**src/rtl/fifo_rd_packer_pkg.sv**
```systemverilog
// Shared definitions for the FIFO read-side packer: FSM state encoding,
// default entry width and the lane-mask helper used to build m_keep.
package fifo_rd_packer_pkg;

  // Default width of one FIFO entry; the FIFO and the packer agree on it.
  localparam int unsigned DefaultDataWidth = 8;

  // Packer FSM: collecting lanes, or presenting a word downstream.
  typedef enum logic [0:0] {
    StFill = 1'b0,
    StOut  = 1'b1
  } state_e;

  // Mask with the low n bits set (n filled lanes). Saturates at 32 lanes.
  function automatic logic [31:0] keep_mask(input int unsigned n);
    if (n >= 32) begin
      return '1;
    end
    return (32'd1 << n) - 32'd1;
  endfunction

endpackage

```
**src/rtl/fifo_rd_timeout.sv**
```systemverilog
// Idle counter for partial-word flush. Counts cycles while run is high,
// saturates at TIMEOUT_CYCLES, and clears on any capture or when idle ends.
// Only instantiated when FLUSH_TIMEOUT_EN is defined.
module fifo_rd_timeout #(
  parameter int unsigned TIMEOUT_CYCLES = 16
) (
  input  logic rclk,
  input  logic rrst_n,
  input  logic run,
  input  logic clear,
  output logic expire
);

  localparam int unsigned CntW = $clog2(TIMEOUT_CYCLES + 1);

  logic [CntW-1:0] count_q;

  // Saturating idle counter; restarts whenever the idle condition breaks.
  always_ff @(posedge rclk or negedge rrst_n) begin
    if (!rrst_n) begin
      count_q <= '0;
    end else if (clear || !run) begin
      count_q <= '0;
    end else if (count_q != CntW'(TIMEOUT_CYCLES)) begin
      count_q <= count_q + CntW'(1);
    end
  end

  // Gated by run so a flush never coincides with a fresh read or capture.
  always_comb begin
    expire = run && (count_q == CntW'(TIMEOUT_CYCLES));
  end

endmodule

```
**src/rtl/fifo_rd_packer.sv**
```systemverilog
// Read-domain consumer of the async FIFO. Pops DATA_WIDTH-bit entries,
// packs PACK of them (lane 0 in the LSBs) into one word and offers it on a
// valid/ready stream. Optional macro FLUSH_TIMEOUT_EN adds an idle timeout
// that flushes a partial word with m_keep marking only the filled lanes.
module fifo_rd_packer
  import fifo_rd_packer_pkg::*;
#(
  parameter int unsigned DATA_WIDTH     = DefaultDataWidth,
  parameter int unsigned PACK           = 4,
  parameter int unsigned TIMEOUT_CYCLES = 16
) (
  input  logic                       rclk,
  input  logic                       rrst_n,
  input  logic                       fifo_empty,
  input  logic [DATA_WIDTH-1:0]      fifo_data,
  output logic                       fifo_r_en,
  output logic [DATA_WIDTH*PACK-1:0] m_data,
  output logic [PACK-1:0]            m_keep,
  output logic                       m_valid,
  input  logic                       m_ready
);

  localparam int unsigned CntW = $clog2(PACK + 1);

  state_e                       state_q, state_d;
  logic [CntW-1:0]              lane_cnt_q, lane_cnt_d;
  logic                         inflight_q;
  logic [DATA_WIDTH*PACK-1:0]   data_q, data_d;
  logic                         capture;
  logic                         last_lane;
  logic                         flush;
  logic                         handshake;
  logic [31:0]                  keep_full;

  // The entry popped last cycle is on fifo_data now.
  assign capture   = inflight_q;
  assign last_lane = capture && (lane_cnt_q == CntW'(PACK - 1));
  assign handshake = (state_q == StOut) && m_ready;

`ifdef FLUSH_TIMEOUT_EN
  logic idle_run;

  // Idle only while a partial word waits on an empty FIFO with nothing in flight.
  assign idle_run = (state_q == StFill) && (lane_cnt_q != '0) && !inflight_q && fifo_empty;

  fifo_rd_timeout #(
    .TIMEOUT_CYCLES(TIMEOUT_CYCLES)
  ) u_timeout (
    .rclk   (rclk),
    .rrst_n (rrst_n),
    .run    (idle_run),
    .clear  (capture),
    .expire (flush)
  );
`else
  assign flush = 1'b0;
`endif

  // FSM state register.
  always_ff @(posedge rclk or negedge rrst_n) begin
    if (!rrst_n) begin
      state_q <= StFill;
    end else begin
      state_q <= state_d;
    end
  end

  // FSM next state: fill until the last lane lands (or a flush), then hold until accepted.
  always_comb begin
    state_d = state_q;
    unique case (state_q)
      StFill: if (last_lane || flush) state_d = StOut;
      StOut:  if (m_ready)            state_d = StFill;
      default:                        state_d = StFill;
    endcase
  end

  // FSM outputs: read issue, stream valid and lane mask.
  always_comb begin
    fifo_r_en = 1'b0;
    m_valid   = 1'b0;
    m_keep    = '0;
    keep_full = keep_mask(int'(lane_cnt_q));
    // Counting the in-flight entry keeps us from over-reading past PACK lanes.
    if (state_q == StFill && !fifo_empty &&
        (int'(lane_cnt_q) + int'(inflight_q) < int'(PACK))) begin
      fifo_r_en = 1'b1;
    end
    if (state_q == StOut) begin
      m_valid = 1'b1;
      m_keep  = keep_full[PACK-1:0];
    end
    m_data = data_q;
  end

  // Packing datapath next state: clear on handshake, else drop the capture into its lane.
  always_comb begin
    data_d     = data_q;
    lane_cnt_d = lane_cnt_q;
    if (handshake) begin
      data_d     = '0;
      lane_cnt_d = '0;
    end else if (capture && (int'(lane_cnt_q) < int'(PACK))) begin
      data_d[int'(lane_cnt_q)*DATA_WIDTH +: DATA_WIDTH] = fifo_data;
      lane_cnt_d = lane_cnt_q + CntW'(1);
    end
  end

  // Packing register, lane counter and in-flight flag.
  always_ff @(posedge rclk or negedge rrst_n) begin
    if (!rrst_n) begin
      data_q     <= '0;
      lane_cnt_q <= '0;
      inflight_q <= 1'b0;
    end else begin
      data_q     <= data_d;
      lane_cnt_q <= lane_cnt_d;
      inflight_q <= fifo_r_en;
    end
  end

endmodule

```
**config.mk**
```make
export PLATFORM = sky130hd
export DESIGN_NAME = fifo_rd_packer
export DESIGN_NICKNAME = d
export VERILOG_FILES = /design/src/rtl/fifo_rd_packer_pkg.sv /design/src/rtl/fifo_rd_timeout.sv /design/src/rtl/fifo_rd_packer.sv
export SDC_FILE = /design/constraint.sdc
export NUM_CORES = 1
export LEC_CHECK = 0
export CAP_MARGIN = 30
export CORE_MARGIN = 10
export CORE_UTILIZATION = 33
export DETAILED_ROUTE_END_ITERATION = 12
export SYNTH_ARGS = -nofsm -noshare
export SYNTH_HDL_FRONTEND = slang
export SYNTH_SLANG_ARGS = --single-unit
```
**constraint.sdc**
```tcl
create_clock -name rclk -period 2.9 [get_ports rclk]
set_input_delay 0.435 -clock rclk [delete_from_list [all_inputs] [get_ports rclk]]
set_output_delay 0.435 -clock rclk [all_outputs]
set_load 0.005 [all_outputs]
```
### Yosys cells after proc, flatten, opt, wreduce, memory -nomap -nowiden

Index checks and enable logic that the tools add are counted.

* add/sub/neg operators: 4
* $lt $le $gt $ge: 2
* equality and inequality tests: 1
* shift-type cells: 3
* multiplexer cells: 11
* bitwise logic cells: 1
* reduce and logical (&&, ||, !) cells: 7

Operators by type and width (number)
* 32-bit two-way mux: 2
* 6-bit negation with 34-bit output: 1
* 8-bit by 34-bit variable shift with 32-bit output (first input constant): 1
* 8-bit by 34-bit indexed part select with 32-bit output: 1
* 32-bit bitwise mux: 1
* 3-bit two-way mux: 2
* 1-bit logical AND: 5
* 3-bit by 1-bit adder with 4-bit output: 1
* 4-bit by 3-bit < comparator with 1-bit output (second input constant): 1
* 1-bit two-way mux: 4
* 4-bit two-way mux: 1
* 1-bit by 3-bit left shift with 4-bit output (first input constant): 1
* 4-bit by 1-bit subtractor with 4-bit output (second input constant): 1
* 3-bit by 1-bit adder with 3-bit output (second input constant): 1
* 3-bit by 2-bit equality test with 1-bit output (second input constant): 1
* 3-bit < comparator (second input constant): 1
* 1-bit case mux with 2 select lines: 1
* 2-bit nonzero test: 1
* 1-bit zero test: 1
* 1-bit NOT: 1

* register bits after elaboration: 37
* output and inout bits: 38
* word-level logic and storage cells: 33

### Depth between registers and ports, before layout

Gate-level depths: netlist (run 1).

* depth after elaboration: 5
* gate-level depth with buffers: 8
* mapped depth without buffers: 7

### Worst setup path before layout (run 1)

No wires, ideal clock.

* path type: reg2reg
* from: reg lane_cnt_q[0]
* to: reg data_q[10] (netlist: m_data[10])
* arrival: 1.920 ns
* required time: 2.775 ns
* slack: 0.856 ns
* stages on the path, launching flop included: 7
* path buffers: 0
* cells stage by stage: dfrtp_1 -> inv_1 -> ha_1 -> ha_1 -> nand2_1 -> o21ai_4 -> mux2_2

* cells in the longest elaborated chain, start to end: 5
* elaborated cells between the ends (all ways): 9
* those cells by class: add/sub: 1; order compare: 1; shift: 2; mux: 3; reduce/logical: 2

Ends and longest elaborated chain
* from (decl): RTL line fifo_rd_packer.sv:26 `logic [CntW-1:0] lane_cnt_q, lane_cnt_d;`
* from (signal assigned): RTL line fifo_rd_packer.sv:117 `lane_cnt_q <= lane_cnt_d;`
* 6-bit negation with 34-bit output: RTL line fifo_rd_packer.sv:104 `data_d[int'(lane_cnt_q)*DATA_WIDTH +: DATA_WIDTH] = fifo_data;`
* 8-bit by 34-bit indexed part select with 32-bit output / 8-bit by 34-bit variable shift with 32-bit output (equally long branches): RTL line fifo_rd_packer.sv:104
* 32-bit bitwise mux: RTL line fifo_rd_packer.sv:104
* 32-bit two-way mux: RTL line fifo_rd_packer.sv:103 `end else if (capture && (int'(lane_cnt_q) < int'(PACK))) begin`
* 32-bit two-way mux: RTL line fifo_rd_packer.sv:100 `if (handshake) begin`
* to (signal assigned): RTL line fifo_rd_packer.sv:116 `data_q <= data_d;`
* to (decl): RTL line fifo_rd_packer.sv:28 `logic [DATA_WIDTH*PACK-1:0] data_q, data_d;`

Several ways; a longest one is shown, not always the timed one. The select of a mux whose other input is x is not followed.
A chain may end at the register's enable or synchronous reset.

### Worst setup path in the final report (run 1)

* from: reg lane_cnt_q[0]
* to: out m_keep[2]

* cells in the longest elaborated chain, start to end: 3

Ends and longest elaborated chain
* 1-bit by 3-bit left shift with 4-bit output: RTL line fifo_rd_packer_pkg.sv:19 `return (32'd1 << n) - 32'd1;`
* 4-bit by 1-bit subtractor with 4-bit output: RTL line fifo_rd_packer_pkg.sv:19
* 4-bit two-way mux: RTL line fifo_rd_packer.sv:89 `if (state_q == StOut) begin`
* to (decl): RTL line fifo_rd_packer.sv:18 `output logic [PACK-1:0] m_keep,`

No other way between the ends.

==> results_dict.tcl, run 1 <==
set metrics [dict create \
    dieArea_um2 9358 \
    layout_common_cells "clkdlybuf4s50_1 (48), dfrtp_1 (37), nand2_1 (29), inv_1 (11)" \
    synth-main-ff-cell "dfrtp_1" \
    drv_cap 0 \
    numCtsBuffers 5 \
    cts_setup_buffers 0 \
    cellLeakagePower_nw 1.109 \
    skew_ns 0.008934 \
    die_h_um 96.74 \
    ant_nets 0 \
    overflow 0 \
    wl_mm 5.052 \
    max_freq_ghz 0.3689 \
    grt_pass1_vias 1544 \
    path_clk_slew_ns 0.08 \
    worstPathArrival_ns 2.28 \
    cts_tree "done" \
    syn_inst 193 \
    synth-seq-area-share 0.4765 \
    synth_edf_count 0 \
    status "finished clean" \
    drt_iter0_markers 84 \
    crit_fanout 7 \
    start_kind "register" \
    drcViolationCount 0 \
    vias_per_cell 5.026 \
    grt_max_degree 38 \
    rsz0062_at_grt "no" \
    dpl_worst_slack_ns 0.4564 \
    power_per_cell_area_nw_per_um2 662.1 \
    syn_area_um2 1943 \
    initial_core_util 0.3465 \
    syn_nets 212 \
    core_area_um2 5608 \
    area_growth_syn_to_layout_pct 32.26 \
    grt_pass1_wl_mm 8.280 \
    setup_viol 0 \
    setup.worst_path.class "register to primary output" \
    yosys_warnings 0 \
    syn_area_per_cell_um2 10.07 \
    worst_slew_margin_rel 0.4660 \
    period_needed_ns 2.710 \
    cts_root_buf "clkbuf_8" \
    critical_path.slowest_cell "dfrtp_1" \
    path_delay_family "buffers and inverters" \
    final_util 0.4583 \
    wire_per_inst_um 16.30 \
    cpMostUsedCell "ha_1" \
    grt_antenna_before_repair 0 \
    path_cells "inv_2 > ha_1 > ha_1 > inv_1 > ha_1 > xnor2_1 > and2_1 > clkdlybuf4s50_1" \
    synth-seq-cells 37 \
    rows 27 \
    vdd_drop_max_uv 352.6 \
    cts_sinks 37 \
    critical_path_buf_inv_count 3 \
    async_flop_share 1.000 \
    cp.required_ns 2.47 \
    antenna_cells 0 \
    tns_ns 0 \
    min_period_over_period 0.9346 \
    endpoint_kind "primary output" \
    io_pins 50 \
    yosysUniqueCellTypes 37 \
    layout-drive-gt1-share 0.1050 \
    die_w_um 96.74 \
    htreeDepth 2 \
    setup_ws_ns 0.1896 \
    final_nets 256 \
    vias 1558 \
    placedCellCount 302 \
    grt_util_all_layers 0.1075 \
    dp_hpwl_mm 3.664 \
    drv_slew 0 \
    hold_viol_final 0 \
    worstSkewPairLatency_ns 0.30 \
    layout_commonest_cell "clkdlybuf4s50_1" \
    place_congestion 0.7925 \
    power_mw 1.702 \
    io_buffers 49 \
    clock_path_buffers 2 \
    ctsHoldBuffers 0 \
    hold_class "input pin to async pin" \
    first_pass_iters 4 \
    tightest_slew_ns 0.8010 \
    fin_cells 310 \
    crit_path_max_incr_delay_ns 0.50 \
]
-- cells in the mapped netlist (all sizes together) (7+ instances only) --
cell / n / area share
dfrtp: 37 / 0.48
nand2: 30 / 0.059
mux2: 16 / 0.093
inv: 12 / 0.023
buf: 11 / 0.035
o21ai: 10 / 0.032
a21oi: 9 / 0.023
nor4: 9 / 0.029
nand3: 8 / 0.021
nor3: 8 / 0.021
o22ai: 8 / 0.026
ha: 7 / 0.045
-- logic make-up (layout without fill, tap and decap cells) --
family | after synthesis | in the layout | share of synthesized area
adders and majority gates | 7 | 7 | 0.04507
and+or+nand+nor | 73 | 73 | 0.2054
AOI/OAI and AO/OA | 30 | 30 | 0.09337
xor gates and xnor gates | 2 | 2 | 0.009016
DFF | 37 | 37 | 0.4765
buffers and inverters | 25 | 70 | 0.06246
muxes | 19 | 19 | 0.1082
-- sequential cells by signal, indices dropped and copies added (netlist names) --
register / count
m_data: 32
lane_cnt_q: 3
state_q: 1
capture: 1
-- timing repair --
action	in CTS	in global routing
hold endpoints to repair	0	0
setup endpoints to repair	0	1
gates resized for setup	0	1
-- worst register-to-register path, cell delays in order (launching register included) --
cell	delay (ns)
dfrtp_1	0.50
inv_2	0.10
ha_1	0.21
ha_1	0.38
nand2_1	0.25
o21ai_4	0.34
mux2_2	0.37
-- metal layers --
layer  part of all wire  up-vias  track usage  routed length [um]
met3              0.062        5      0.04329                 313
met1               0.48      753       0.1418                2446
li1                   -      760            -                   -
met5                  0        -            0                   0
met4              0.015        0      0.03720                  77
met2               0.44       40       0.1534                2215
-- stage by stage --
stage	instance area, um2	hold WS [ns]
final	2570	0.2212
after CTS	2570	0.2599
after global placement	2450	0.4787
after global routing	2570	0.3062
after floorplan	1943	0.1394
after detailed placement	2450	0.4806
-- final timing paths --
path	start	endpoint	slack, ns	cells after the start
worst max-delay path	lane_cnt_q[0]	m_keep[2]	0.19	8
min in group rclk	m_data[28]	m_data[28]	0.49	1
max in group asynchronous	rrst_n	m_data[21]	2.16	1
worst min register to register	m_data[28]	m_data[28]	0.49	1
worst max register to register	lane_cnt_q[0]	m_data[13]	0.64	6
worst min-delay path	rrst_n	lane_cnt_q[1]	0.22	1
-- where the power goes --
group,switching [mW],internal [mW],leakage (nW),total [mW]
clock network,0.189,0.280,0.0574,0.468
logic,0.335,0.242,0.552,0.578
registers,0.0739,0.582,0.500,0.656
-- area by class of cell --
| cell class | count | area (um2) |
|---|---|---|
| repair buffers | 50 | 493.0 |
| multi-input cells | 131 | 895.9 |
| inverters | 12 | 45.04 |
| clock inverters | 2 | 37.54 |
| fillers | 563 | 3038 |
| flip-flops and latches | 37 | 925.9 |
| clock buffers | 6 | 82.58 |
| well taps | 72 | 90.09 |
Power figures use the tool's default switching activity.
==> run 2, diff against run 1 <==
--- a/config.mk
+++ b/config.mk
@@ -5,10 +5,12 @@
 export SDC_FILE = /design/constraint.sdc
 export NUM_CORES = 1
 export LEC_CHECK = 0
-export CAP_MARGIN = 30
+export ABC_CLOCK_PERIOD_IN_PS = 2900
+export CAP_MARGIN = 40
 export CORE_MARGIN = 10
 export CORE_UTILIZATION = 33
 export DETAILED_ROUTE_END_ITERATION = 12
+export PLACE_DENSITY = 0.69
 export SYNTH_ARGS = -nofsm -noshare
 export SYNTH_HDL_FRONTEND = slang
 export SYNTH_SLANG_ARGS = --single-unit
==> run 2 against run 1 <==
Die area unchanged. Highest routed layer unchanged. Critical endpoint unchanged. Critical path type unchanged. Combinational power up 0.9%. Final cell count up 0.32%.
==> results_dict.tcl, run 2 (synthesis gave the netlist of run 1 again) <==
set metrics [dict create \
    io_buffers 49 \
    clockPowerShare 0.274 \
    crit_fanout 7 \
    power_per_cell_area_nw_per_um2 660.5 \
    cts_sinks 37 \
    grt_antenna_before_repair 0 \
    min_period_over_period 0.9421 \
    overflow 0 \
    grt_pass1_vias 1581 \
    critical_path.slowest_cell "dfrtp_1" \
    skew_ns 0.008297 \
    grt_max_degree 38 \
    vias 1573 \
    hold_ws_ns 0.2350 \
    vdd_drop_max_uv 284.5 \
    antenna_cells 0 \
    first_pass_iters 4 \
    drcViolationCount 0 \
    fin_cells 311 \
    drv_cap 0 \
    worstPathArrival_ns 2.30 \
    die_w_um 96.74 \
    drt_iter0_markers 93 \
    period_needed_ns 2.732 \
    layout_common_cells "clkdlybuf4s50_1 (48), dfrtp_1 (37), nand2_1 (29), inv_1 (11)" \
    io_pins 50 \
    vias_per_cell 5.058 \
    power_frac_comb 0.343 \
    htreeDepth 2 \
    largest_reg_flops 32 \
    crit_path_max_incr_delay_ns 0.50 \
    cellLeakagePower_nw 1.114 \
    drv_slew 0 \
    power.internal_mw 1.108 \
    cpMostUsedCell "ha_1" \
    tns_ns 0 \
    tightest_slew_ns 0.8123 \
    dp_hpwl_mm 3.704 \
    status "finished clean" \
    placedCellCount 303 \
    dieArea_um2 9358 \
    power_frac_seq 0.384 \
    ant_nets 0 \
    cp.required_ns 2.47 \
    path_clk_slew_ns 0.07 \
    cts_root_buf "clkbuf_8" \
    wire_per_inst_um 16.64 \
    wl_mm 5.176 \
    cts_setup_buffers 0 \
    max_freq_ghz 0.3660 \
    endpoint_kind "primary output" \
    hold_viol_final 0 \
    path_cells "inv_2 > ha_1 > ha_1 > inv_1 > ha_1 > xnor2_1 > and2_1 > clkdlybuf4s50_1" \
    die_h_um 96.74 \
    layout_commonest_cell "clkdlybuf4s50_1" \
    setup.worst_path.class "register to primary output" \
    place_congestion 0.7935 \
    start_kind "register" \
    switchingPower_uw 591.7 \
    rows 27 \
    worstSkewPairLatency_ns 0.29 \
    grt_util_all_layers 0.1113 \
    area_growth_syn_to_layout_pct 32.45 \
    rsz0062_at_grt "no" \
    power_mw 1.700 \
    swShare 0.3481 \
    clock_path_buffers 2 \
    worst_slew_margin_rel 0.4585 \
    numCtsBuffers 5 \
    core_area_um2 5608 \
    setup_viol 0 \
    grt_pass1_wl_mm 8.638 \
    final_nets 257 \
    initial_core_util 0.3465 \
    hold_class "input pin to async pin" \
    cts_tree "done" \
    layout-drive-gt1-share 0.1046 \
]
## run 2: cell types whose count changed in the layout (fill, tap and decap cells not counted), sizes merged
cell / change
clkinvlp: -1
buf: +1
clkbuf: +1
## run 2: path summary, 6_finish.rpt
kind / startpoint / endpoint / slack (ns) / depth (start not counted)
max: lane_cnt_q[0] / m_keep[2] / 0.17 / 8
min: rrst_n / capture / 0.24 / 1
min in group rclk: m_data[27] / m_data[27] / 0.50 / 1
max reg2reg: lane_cnt_q[0] / m_data[15] / 0.61 / 6
max in group asynchronous: rrst_n / m_data[21] / 2.15 / 1
min reg2reg: m_data[27] / m_data[27] / 0.50 / 1
## run 2: worst max-delay path, delay by kind of cell (launching register included)
family        cells  cell delay (ns)
xor+xnor          1             0.11
simple gates      1             0.13
flops             1             0.50
fa+ha+maj         3             0.59
buf+inv           3             0.67
## run 2: cell type report
class / count / area (um2)
clock buffer: 7 / 86.33
clock inverter: 1 / 30.03
fill: 567 / 3034
inverter: 12 / 45.04
multi-input combinational: 131 / 895.9
sequential: 37 / 925.9
tap: 72 / 90.09
timing repair buffer: 51 / 500.5
## run 2: stage by stage
| step | util | setup WS (ns) | area [um2] |
|---|---|---|---|
| after floorplan | - | 0.8556 | 1943 |
| after global placement | 0.4382 | 0.5145 | 2457 |
| after detailed placement | 0.4382 | 0.4354 | 2457 |
| after CTS | 0.4589 | 0.1050 | 2574 |
| after global routing | 0.4589 | 0.006842 | 2574 |
| final | 0.4589 | 0.1680 | 2574 |
## run 2: repair_timing
action,4_1_cts,5_1_grt
hold buffers,0,0
gates resized for setup,0,1
setup endpoints to repair,0,1
## run 2: layer usage
metal | GRT usage | vias up | routed length (um) | part of all wire
met5 | 0 | - | 0 | 0
met4 | 0.04059 | 0 | 63 | 0.012
met3 | 0.03194 | 6 | 358 | 0.069
met2 | 0.1595 | 57 | 2460 | 0.48
met1 | 0.1531 | 751 | 2294 | 0.44
li1 | - | 759 | - | -
## run 2: power by group through the flow
stage | clock network (mW) | logic [mW] | registers (mW)
global placement | 0 | 0.570 | 0.657
detailed placement | 0 | 0.581 | 0.660
floorplan | 0 | 0.380 | 0.646
global route | 0.495 | 0.658 | 0.661
CTS | 0.479 | 0.587 | 0.651
finish | 0.465 | 0.583 | 0.652
==> run 3, diff against run 2 <==
--- a/config.mk
+++ b/config.mk
@@ -8,9 +8,10 @@
 export ABC_CLOCK_PERIOD_IN_PS = 2900
 export CAP_MARGIN = 40
 export CORE_MARGIN = 10
-export CORE_UTILIZATION = 33
+export CORE_UTILIZATION = 48
 export DETAILED_ROUTE_END_ITERATION = 12
-export PLACE_DENSITY = 0.69
+export PLACE_DENSITY = 0.9
+export REMOVE_ABC_BUFFERS = 1
 export SYNTH_ARGS = -nofsm -noshare
 export SYNTH_HDL_FRONTEND = slang
 export SYNTH_SLANG_ARGS = --single-unit
==> run 3 against run 2 <==
Maximum frequency increased by 1.5%. Sequential power hardly changed. First-iteration DRC count rose by 26%. Register-to-register slack improved by 0.09 ns. Final area shrank 0.68%. Core utilization rose by 18 points. Global-route usage up 2.8 points. Critical endpoint unchanged.
==> results_dict.tcl, run 3 (synthesis gave the netlist of run 1 again) <==
set metrics [dict create \
    status "finished clean" \
    cts_sinks 37 \
    hold_viol_final 0 \
    crit_fanout 7 \
    hold_class "register to register" \
    setup.worst_path.class "register to primary output" \
    core_area_um2 3971 \
    antenna_cells 0 \
    power_mw 1.699 \
    fin_cells 289 \
    dp_hpwl_mm 3.467 \
    placedCellCount 281 \
    rsz0062_at_grt "no" \
    cellLeakagePower_nw 1.113 \
    die_h_um 83.63 \
    path_clk_slew_ns 0.07 \
    io_pins 50 \
    setup_viol 0 \
    cpMostUsedCell "ha_1" \
    wire_per_inst_um 16.92 \
    drv_slew 0 \
    ant_nets 0 \
    drt_iter0_markers 117 \
    vdd_drop_max_uv 371.4 \
    layout-drive-gt1-share 0.1088 \
    endpoint_kind "primary output" \
    numCtsBuffers 5 \
    grt_antenna_before_repair 0 \
    grt_pass1_vias 1635 \
    tns_ns 0 \
    final_nets 257 \
    die_w_um 83.63 \
    regToRegEndpoint "m_data[14]" \
    worstPathArrival_ns 2.26 \
    htreeDepth 2 \
    grt_pass1_wl_mm 8.107 \
    holdPathStages 1 \
    ctsHoldBuffers 0 \
    largest_reg_flops 32 \
    wl_mm 4.890 \
    r2r_cells 6 \
    cts_tree "done" \
    place_congestion 0.8542 \
    cts_root_buf "clkbuf_8" \
    first_pass_iters 4 \
    ctsResizeCount 0 \
    path_cells "inv_2 > ha_1 > ha_1 > inv_1 > ha_1 > xnor2_1 > and2_1 > clkdlybuf4s50_1" \
    rr_startpoint "lane_cnt_q[1]" \
    critical_path.slowest_cell "clkdlybuf4s50_1" \
    io_buffers 49 \
    initial_core_util 0.4893 \
    area_growth_syn_to_layout_pct 31.55 \
    final_util 0.6437 \
    tightest_slew_ns 0.5241 \
    layout_common_cells "clkdlybuf4s50_1 (49), dfrtp_1 (36), nand2_1 (29), inv_1 (11)" \
    crit_path_end "m_keep[2]" \
    overflow 0 \
    drcViolationCount 0 \
    cp.required_ns 2.47 \
    worstSkewPairLatency_ns 0.29 \
    grt_util_all_layers 0.1392 \
    worst_slew_margin_rel 0.6504 \
    regToRegSetupSlack_ns 0.70 \
    clock_path_buffers 2 \
    crit_start "lane_cnt_q[0]" \
    grt_max_degree 38 \
    vias_per_cell 5.491 \
    drv_cap 0 \
    cts_setup_buffers 0 \
    layout_commonest_cell "clkdlybuf4s50_1" \
    dieArea_um2 6993 \
    power_per_cell_area_nw_per_um2 664.6 \
    max_freq_ghz 0.3714 \
    start_kind "register" \
    min_period_over_period 0.9285 \
    crit_path_max_incr_delay_ns 0.50 \
    skew_ns 0.006766 \
    vias 1587 \
    period_needed_ns 2.693 \
    rows 23 \
]
==> run 3: worst min-delay path by stage <==
| stage | start | end |
|---|---|---|
| after floorplan | rrst_n | capture |
| after global placement | m_data[25] | m_data[25] |
| after detailed placement | m_data[25] | m_data[25] |
| after CTS | m_data[25] | m_data[25] |
| after global routing | m_data[27] | m_data[27] |
| final | m_data[28] | m_data[28] |
==> run 3: worst max-delay path: cells and delay by family (launching register included) <==
kind	cells	cell delay, ns
simple gates	1	0.13
fa+ha+maj	3	0.55
flops	1	0.47
xor+xnor	1	0.13
buf+inv	3	0.69
==> run 3: routing by layer <==
metal / global-route usage / share of wire
met3: 0.06348 / 0.096
met4: 0.06088 / 0.027
met2: 0.2216 / 0.48
met5: 0 / 0
met1: 0.1559 / 0.40
==> run 3: power by group <==
part / leakage, nW / switching [mW] / total [mW] / internal [mW]
registers: 0.499 / 0.0687 / 0.652 / 0.583
clock network: 0.0574 / 0.186 / 0.465 / 0.279
logic: 0.557 / 0.332 / 0.582 / 0.249
total: 1.11 / 0.587 / 1.70 / 1.11
==> run 3: area by class of cell <==
| type | instances | area (um2) |
|---|---|---|
| multi-input combinational | 131 | 895.9 |
| timing repair buffer | 51 | 505.5 |
| fill | 329 | 1415 |
| clock buffer | 6 | 82.58 |
| sequential | 37 | 927.1 |
| inverter | 12 | 45.04 |
| tap | 50 | 62.56 |
| clock inverter | 2 | 37.54 |
==> run 3: metrics by stage <==
stage / area, um2 / setup WS (ns) / hold slack, ns
global placement: 2435 / 0.5134 / 0.4751
finish: 2556 / 0.2073 / 0.5033
global route: 2556 / 0.05969 / 0.5340
CTS: 2555 / 0.08957 / 0.5086
detailed placement: 2435 / 0.4417 / 0.4860
floorplan: 1867 / 0.8029 / 0.1394
